**src/rtl/sram_controller.sv**
```systemverilog
`default_nettype none
// ============================================================================
// Module      : sram_controller
// Description : MEM-stage data-memory responder. Each 32-bit word request is
//               performed as two 16-bit accesses (low half, then high half)
//               on an external SRAM, followed by WAIT_CYCLES idle cycles.
//               'ready' stays low until the access completes and is used by
//               the pipeline as ~freeze.
//               Optional feature macro: SRAM_POSTED_WRITE_EN (posted writes
//               acknowledged in IDLE and completed in the background).
// Revision    : 1.0 - initial release
// ============================================================================
module sram_controller #(
  parameter int DATA_BASE   = 1024,
  parameter int WAIT_CYCLES = 2
) (
  input  logic        clk,
  input  logic        rst,
  input  logic        rd_en,
  input  logic        wr_en,
  input  logic [31:0] address,
  input  logic [31:0] write_data,
  output logic [31:0] read_data,
  output logic        ready,
  output logic [17:0] sram_addr,
  output logic        sram_we_n,
  output logic [15:0] sram_dq_out,
  output logic        sram_dq_oe,
  input  logic [15:0] sram_dq_in
);

  typedef enum logic [2:0] {
    S_IDLE   = 3'd0,
    S_ACC_LO = 3'd1,
    S_ACC_HI = 3'd2,
    S_WAIT   = 3'd3,
    S_DONE   = 3'd4
  } state_t;

  localparam logic [31:0] BASE_ADDR = DATA_BASE;
  localparam bit          HAS_WAIT  = (WAIT_CYCLES != 0);
  localparam logic [3:0]  WAIT_LAST = (WAIT_CYCLES == 0) ? 4'd0 : 4'(WAIT_CYCLES - 1);

`ifdef SRAM_POSTED_WRITE_EN
  localparam bit POSTED = 1'b1;
`else
  localparam bit POSTED = 1'b0;
`endif

  state_t      state_q, state_d;
  logic [16:0] word_q, word_d;
  logic [31:0] wdata_q, wdata_d;
  logic        is_wr_q, is_wr_d;
  logic [3:0]  wait_cnt_q, wait_cnt_d;
  logic [31:0] read_data_q, read_data_d;
  logic [17:0] sram_addr_q, sram_addr_d;
  logic        sram_we_n_q, sram_we_n_d;
  logic [15:0] sram_dq_out_q, sram_dq_out_d;
  logic        sram_dq_oe_q, sram_dq_oe_d;

  logic        w_req;
  logic [16:0] w_word;

  // Addresses below DATA_BASE wrap modulo 2^32 on purpose; no range check.
  assign w_req  = rd_en | wr_en;
  assign w_word = 17'((address - BASE_ADDR) >> 2);

  // Next-state, SRAM pin and ready logic; pin values are registered so they
  // are computed one cycle ahead of the phase that uses them.
  always_comb begin
    state_d       = state_q;
    word_d        = word_q;
    wdata_d       = wdata_q;
    is_wr_d       = is_wr_q;
    wait_cnt_d    = wait_cnt_q;
    read_data_d   = read_data_q;
    sram_addr_d   = sram_addr_q;
    sram_we_n_d   = sram_we_n_q;
    sram_dq_out_d = sram_dq_out_q;
    sram_dq_oe_d  = sram_dq_oe_q;
    ready         = 1'b0;

    case (state_q)
      S_IDLE: begin
        // Posted writes are acknowledged immediately; a write wins over a read.
        ready = POSTED ? (wr_en | ~rd_en) : ~w_req;
        if (w_req) begin
          word_d        = w_word;
          wdata_d       = write_data;
          is_wr_d       = wr_en;
          sram_addr_d   = {w_word, 1'b0};
          sram_we_n_d   = ~wr_en;
          sram_dq_oe_d  = wr_en;
          sram_dq_out_d = wr_en ? write_data[15:0] : 16'h0000;
          state_d       = S_ACC_LO;
        end
      end
      S_ACC_LO: begin
        sram_addr_d   = {word_q, 1'b1};
        sram_we_n_d   = ~is_wr_q;
        sram_dq_oe_d  = is_wr_q;
        sram_dq_out_d = is_wr_q ? wdata_q[31:16] : 16'h0000;
        if (!is_wr_q) read_data_d[15:0] = sram_dq_in;
        state_d       = S_ACC_HI;
      end
      S_ACC_HI: begin
        sram_we_n_d   = 1'b1;
        sram_dq_oe_d  = 1'b0;
        sram_dq_out_d = 16'h0000;
        if (!is_wr_q) read_data_d[31:16] = sram_dq_in;
        wait_cnt_d    = 4'd0;
        if (HAS_WAIT)                state_d = S_WAIT;
        else if (POSTED && is_wr_q)  state_d = S_IDLE;
        else                         state_d = S_DONE;
      end
      S_WAIT: begin
        if (wait_cnt_q == WAIT_LAST) begin
          wait_cnt_d = 4'd0;
          state_d    = (POSTED && is_wr_q) ? S_IDLE : S_DONE;
        end else begin
          wait_cnt_d = wait_cnt_q + 4'd1;
        end
      end
      S_DONE: begin
        ready   = 1'b1;
        state_d = S_IDLE;
      end
      default: state_d = S_IDLE;
    endcase

    // The pipeline must not freeze while reset is held.
    if (rst) ready = 1'b1;
  end

  // State and output registers with synchronous reset.
  always_ff @(posedge clk) begin
    if (rst) begin
      state_q       <= S_IDLE;
      word_q        <= 17'd0;
      wdata_q       <= 32'd0;
      is_wr_q       <= 1'b0;
      wait_cnt_q    <= 4'd0;
      read_data_q   <= 32'd0;
      sram_addr_q   <= 18'd0;
      sram_we_n_q   <= 1'b1;
      sram_dq_out_q <= 16'h0000;
      sram_dq_oe_q  <= 1'b0;
    end else begin
      state_q       <= state_d;
      word_q        <= word_d;
      wdata_q       <= wdata_d;
      is_wr_q       <= is_wr_d;
      wait_cnt_q    <= wait_cnt_d;
      read_data_q   <= read_data_d;
      sram_addr_q   <= sram_addr_d;
      sram_we_n_q   <= sram_we_n_d;
      sram_dq_out_q <= sram_dq_out_d;
      sram_dq_oe_q  <= sram_dq_oe_d;
    end
  end

  assign read_data   = read_data_q;
  assign sram_addr   = sram_addr_q;
  assign sram_we_n   = sram_we_n_q;
  assign sram_dq_out = sram_dq_out_q;
  assign sram_dq_oe  = sram_dq_oe_q;

endmodule
`default_nettype wire

```
**config.mk**
```make
export PLATFORM = sky130hd
export DESIGN_NAME = sram_controller
export DESIGN_NICKNAME = d
export VERILOG_FILES = /design/src/rtl/sram_controller.sv
export SDC_FILE = /design/constraint.sdc
export NUM_CORES = 1
export LEC_CHECK = 0
export BUFFER_PORTS_ARGS = -buffer_cell sky130_fd_sc_hd__buf_2
export CORE_MARGIN = 8
export CORE_UTILIZATION = 51
export CTS_CLUSTER_DIAMETER = 40
export DETAILED_ROUTE_END_ITERATION = 6
export GPL_TIMING_DRIVEN = 0
export HOLD_SLACK_MARGIN = 0.03
export PLACE_DENSITY = 0.81
export SETUP_SLACK_MARGIN = 0.4
export SLEW_MARGIN = 20
export SYNTH_ARGS = -nofsm -noshare
export SYNTH_HDL_FRONTEND = slang
export SYNTH_SLANG_ARGS = --single-unit
```
**constraint.sdc**
```tcl
create_clock -name clk -period 2.4 [get_ports clk]
set_clock_uncertainty 0.2 [all_clocks]
set_input_delay 0 -clock clk [delete_from_list [all_inputs] [get_ports clk]]
set_output_delay 0 -clock clk [all_outputs]
set_load 0.02 [all_outputs]
```
==> tab_implementation.tex <==
\begin{tabular}{lr}
\hline
Metric & Value \\
\hline
\multicolumn{2}{l}{\textbf{Run status}} \\
Status & finished, final reports clean \\
\multicolumn{2}{l}{\textbf{Die}} \\
Std-Cell Core Area & between 9000 and 10000 um\^{}2 \\
Cell row count & 35 \\
Effective utilization at floorplan & 0.521 \\
Die span in y & between 100 and 150 um \\
Number of I/O pins & 153 \\
Total die area & about 13000 um\^{}2 \\
Width of the die & 113 um \\
\multicolumn{2}{l}{\textbf{Timing}} \\
Period minus WS final & a little over 2 ns \\
Pins Over Slew Limit & 0 \\
Setup repair after global routing missed its margin & true \\
Post-route worst setup slack & around 0.36 ns \\
Worst slack on hold paths & 0.104 ns \\
Worst-Margin Slew & between 0.7 and 0.8 ns \\
Setup violations, final & 0 \\
Final cycle utilization of the critical path & 0.850 \\
Max Fclk & between 0.4 and 0.5 GHz \\
Slew margin rel. & 0.532 \\
Final hold viol count & 0 \\
Sum of negative setup slack & 0 ns \\
\multicolumn{2}{l}{\textbf{Logic synthesis}} \\
Synth warnings & 0 \\
Part of the Yosys area used for sequential elements & 0.455 \\
Combined area of all synthesized cells & 4790 um\^{}2 \\
Share of async-settable or async-resettable flops after synthesis & 0 \\
Number of instances in the synthesized netlist & 573 \\
Biggest area contributors in the synthesized netlist & sky130\_fd\_sc\_hd\_\_dfxtp\_1 46\%, sky130\_fd\_sc\_hd\_\_a21oi\_1 9.1\%, sky130\_fd\_sc\_hd\_\_nand2\_1 7.5\%, sky130\_fd\_sc\_hd\_\_o21ai\_0 4.7\%, sky130\_fd\_sc\_hd\_\_clkbuf\_1 3.8\% \\
List of most frequent post-synthesis cells & 109 x sky130\_fd\_sc\_hd\_\_dfxtp\_1, 96 x sky130\_fd\_sc\_hd\_\_nand2\_1, 87 x sky130\_fd\_sc\_hd\_\_a21oi\_1, 49 x sky130\_fd\_sc\_hd\_\_clkbuf\_1, 45 x sky130\_fd\_sc\_hd\_\_o21ai\_0 \\
Synthesized net count & 660 \\
Seq cells post-synth & between 100 and 150 \\
Post-synth EDFFs & 0 \\
Count leader, synth & sky130\_fd\_sc\_hd\_\_dfxtp\_1 \\
Area share of the leading cell type in the synthesized netlist & 0.455 \\
Mean Syn Cell Area & 8.36 um\^{}2 \\
Most area-hungry cell type in the Yosys netlist & sky130\_fd\_sc\_hd\_\_dfxtp\_1 \\
Predominant post-synthesis flop cell & sky130\_fd\_sc\_hd\_\_dfxtp\_1 \\
Cell variety after synth & approximately 50 \\
\multicolumn{2}{l}{\textbf{Final layout}} \\
Area Growth Syn to Fin & 41.8\% \\
Fill cell total of the finished layout & roughly 700 \\
Share of post-route cells with drive strength above 1 & 0.278 \\
End-of-flow core utilization & 0.739 \\
Nets@finish & between 800 and 900 \\
Footprint of the multi-input gates & around 2400 um\^{}2 \\
Register area & around 2200 um\^{}2 \\
Ant. Diodes & 0 \\
\multicolumn{2}{l}{\textbf{CTS}} \\
Clock latency reported for the late side of the worst-skew pair & approximately 0.38 ns \\
Clock slew seen by the registers of the worst setup and hold paths & 0.11 ns \\
CTS H-tree depth & 3 \\
TritonCTS buffer count & 9 \\
Number of buffers on the longest clock path & 2 \\
TritonCTS clock tree & yes \\
CTS Sinks & 109 \\
Root cell of the clock tree & sky130\_fd\_sc\_hd\_\_clkbuf\_8 \\
\multicolumn{2}{l}{\textbf{Flow run}} \\
Max-cap violations & 0 \\
\multicolumn{2}{l}{\textbf{Power and ir drop}} \\
Leakage power figure & $\sim$2.7 nW \\
Total power after layout & between 4 and 5 mW \\
Power per Cell Area & between 600 and 700 nW/um\^{}2 \\
Peak ir drop on the vdd network & 417 uV \\
\multicolumn{2}{l}{\textbf{Placement}} \\
Setup slack after placement & between 0.1 and 0.15 ns \\
Number of input and output port buffers inserted & between 100 and 150 \\
Routability Congestion & 0.894 \\
Half-perimeter wire length after detailed placement & about 11000 um \\
\multicolumn{2}{l}{\textbf{Setup path}} \\
Endpoint of the most critical register-to-register path & sram\_dq\_out[5] \\
Worst endpoint required time & about 2.5 ns \\
Cell count of the worst reg-to-reg path & 7 \\
Chain of cells forming the critical path & buf\_8 > or4\_4 > buf\_6 > and2\_4 > buf\_6 > buf\_12 > a311oi\_2 \\
Sort of element at the end of the critical path & register \\
Critical-path cell with the highest stage delay & sky130\_fd\_sc\_hd\_\_or4\_4 \\
CP max FO & 10 \\
Worst Setup Path Type & reg2reg \\
Arrival time of the worst setup path & 2.12 ns \\
CP startpoint kind & register \\
Worst r2r src & state\_q[1] \\
Minimum setup slack among reg-to-reg paths & about 0.36 ns \\
Most prevalent standard cell on the critical path & sky130\_fd\_sc\_hd\_\_buf\_6 \\
CP max stage delay & approximately 0.51 ns \\
\multicolumn{2}{l}{\textbf{Route}} \\
Routed length per instance & about 18 um \\
Detailed-routing iteration count for the pre-antenna-repair pass & 5 \\
Post-detailed-route via-to-cell ratio & slightly below 6 \\
Count of nets left with antenna violations after detail routing & 0 \\
Number of vias after detailed routing & 5443 \\
Routed Wire Length & about 17000 um \\
Drt initial violations & approximately 600 \\
DRC violation count after routing & 0 \\
\multicolumn{2}{l}{\textbf{Worst hold path}} \\
Worst hold stages & 6 \\
Endpoint of the worst hold-timing path & sram\_dq\_out[1] \\
Hold WC Path Type & in2reg \\
Beginning of the worst hold path & rd\_en \\
\multicolumn{2}{l}{\textbf{GRT}} \\
Antenna violations before repair & 0 \\
Global-route congestion overflow total & 0 \\
GRT Total Usage & 0.251 \\
Largest net degree at the start of global routing & 20 \\
Wire length of the first global-routing pass & 26600 um \\
Via count of the first global-routing pass & approximately 5400 \\
\hline
\end{tabular}
==> power breakdown <==
| group | total [mW] | switching [mW] | internal [mW] |
|---|---|---|---|
| logic | 1.14 | 0.666 | 0.471 |
| clock network | 1.17 | 0.669 | 0.498 |
| registers | 2.06 | 0.0897 | 1.97 |
| total | 4.36 | 1.42 | 2.94 |
==> layout make-up <==
cell class              instances  share of cell area
multi-input cells             399               0.353
clock buffers                   9              0.0182
repair buffers                220               0.223
flip-flops and latches        109               0.322
clock inverters                 7              0.0118
plain buffers                  60              0.0492
inverters                       5             0.00276
well taps                     111              0.0204
==> cells in the final DEF, fill, tap and decap left out, types with 10 or more instances in the layout <==
cell type / count
sky130_fd_sc_hd__buf_2: 142
sky130_fd_sc_hd__dfxtp_1: 107
sky130_fd_sc_hd__nand2_1: 96
sky130_fd_sc_hd__a21oi_1: 86
sky130_fd_sc_hd__dlygate4sd3_1: 74
sky130_fd_sc_hd__o21ai_0: 45
sky130_fd_sc_hd__nand3_1: 28
sky130_fd_sc_hd__clkbuf_1: 26
sky130_fd_sc_hd__o211ai_1: 17
sky130_fd_sc_hd__clkbuf_2: 15
sky130_fd_sc_hd__buf_4: 11
sky130_fd_sc_hd__a31oi_1: 11
sky130_fd_sc_hd__a311oi_1: 11
sky130_fd_sc_hd__clkbuf_8: 10
==> worst max-delay path: cells and delay by family (launching register included) <==
kind,cells,cell delay (ns)
DFF,1,0.38
AOI/OAI and AO/OA,1,0.19
and+or+nand+nor,2,0.64
buffers and inverters,4,0.55
==> logic make-up after synthesis <==
group / share of synthesized area
AND/OR/NAND/NOR: 0.203
AO/OA/AOI/OAI: 0.266
multiplexers: 0.00209
XOR/XNOR: 0.00731
adder cells (fa/ha/maj): 0.00784
buffers and inverters: 0.0582
flip-flops: 0.455
==> through the flow <==
step                cell area, um^2  cells
floorplan                      4790    573
global placement               5610    820
detailed placement             5610    820
CTS                            6660    914
global route                   6790    920
finish                         6790    920
==> metal layers <==
layer | share of wire | vias to the layer above | track usage
met2 | 0.50 | 274 | 0.441
met1 | 0.41 | 2575 | 0.300
met3 | 0.072 | 40 | 0.0506
met5 | 0 | - | 0
met4 | 0.019 | 0 | 0.0790
li1 | - | 2554 | -
==> state kept, by name (all words and copies together), names as in the netlist, 3 cells and up <==
name,count
word_q,17
read_data,32
wait_cnt_q,4
state_q,3
sram_dq_out,16
sram_addr,18
wdata_q,16
==> how the worst max path moves through the flow <==
stage | from | endpoint | slack (ns) | depth (start not counted)
after floorplan | state_q[1] | sram_dq_out[10] | 0.48 | 7
after global placement | state_q[0] | sram_addr[8] | 0.17 | 6
after detailed placement | state_q[0] | sram_addr[4] | 0.14 | 6
after CTS | state_q[0] | ready | 0.37 | 6
after global routing | state_q[2] | ready | 0.32 | 5
final | state_q[1] | sram_dq_out[5] | 0.36 | 7
==> timing repair <==
item	4_1_cts	5_1_grt
setup buffers	4	5
pin swaps	0	2
gates resized for setup	25	48
hold buffers	74	0
hold endpoints to repair	98	0
endpoints found under the setup margin	78	81
gates cloned	0	1
No activity file was read; power rests on OpenSTA's default activity.
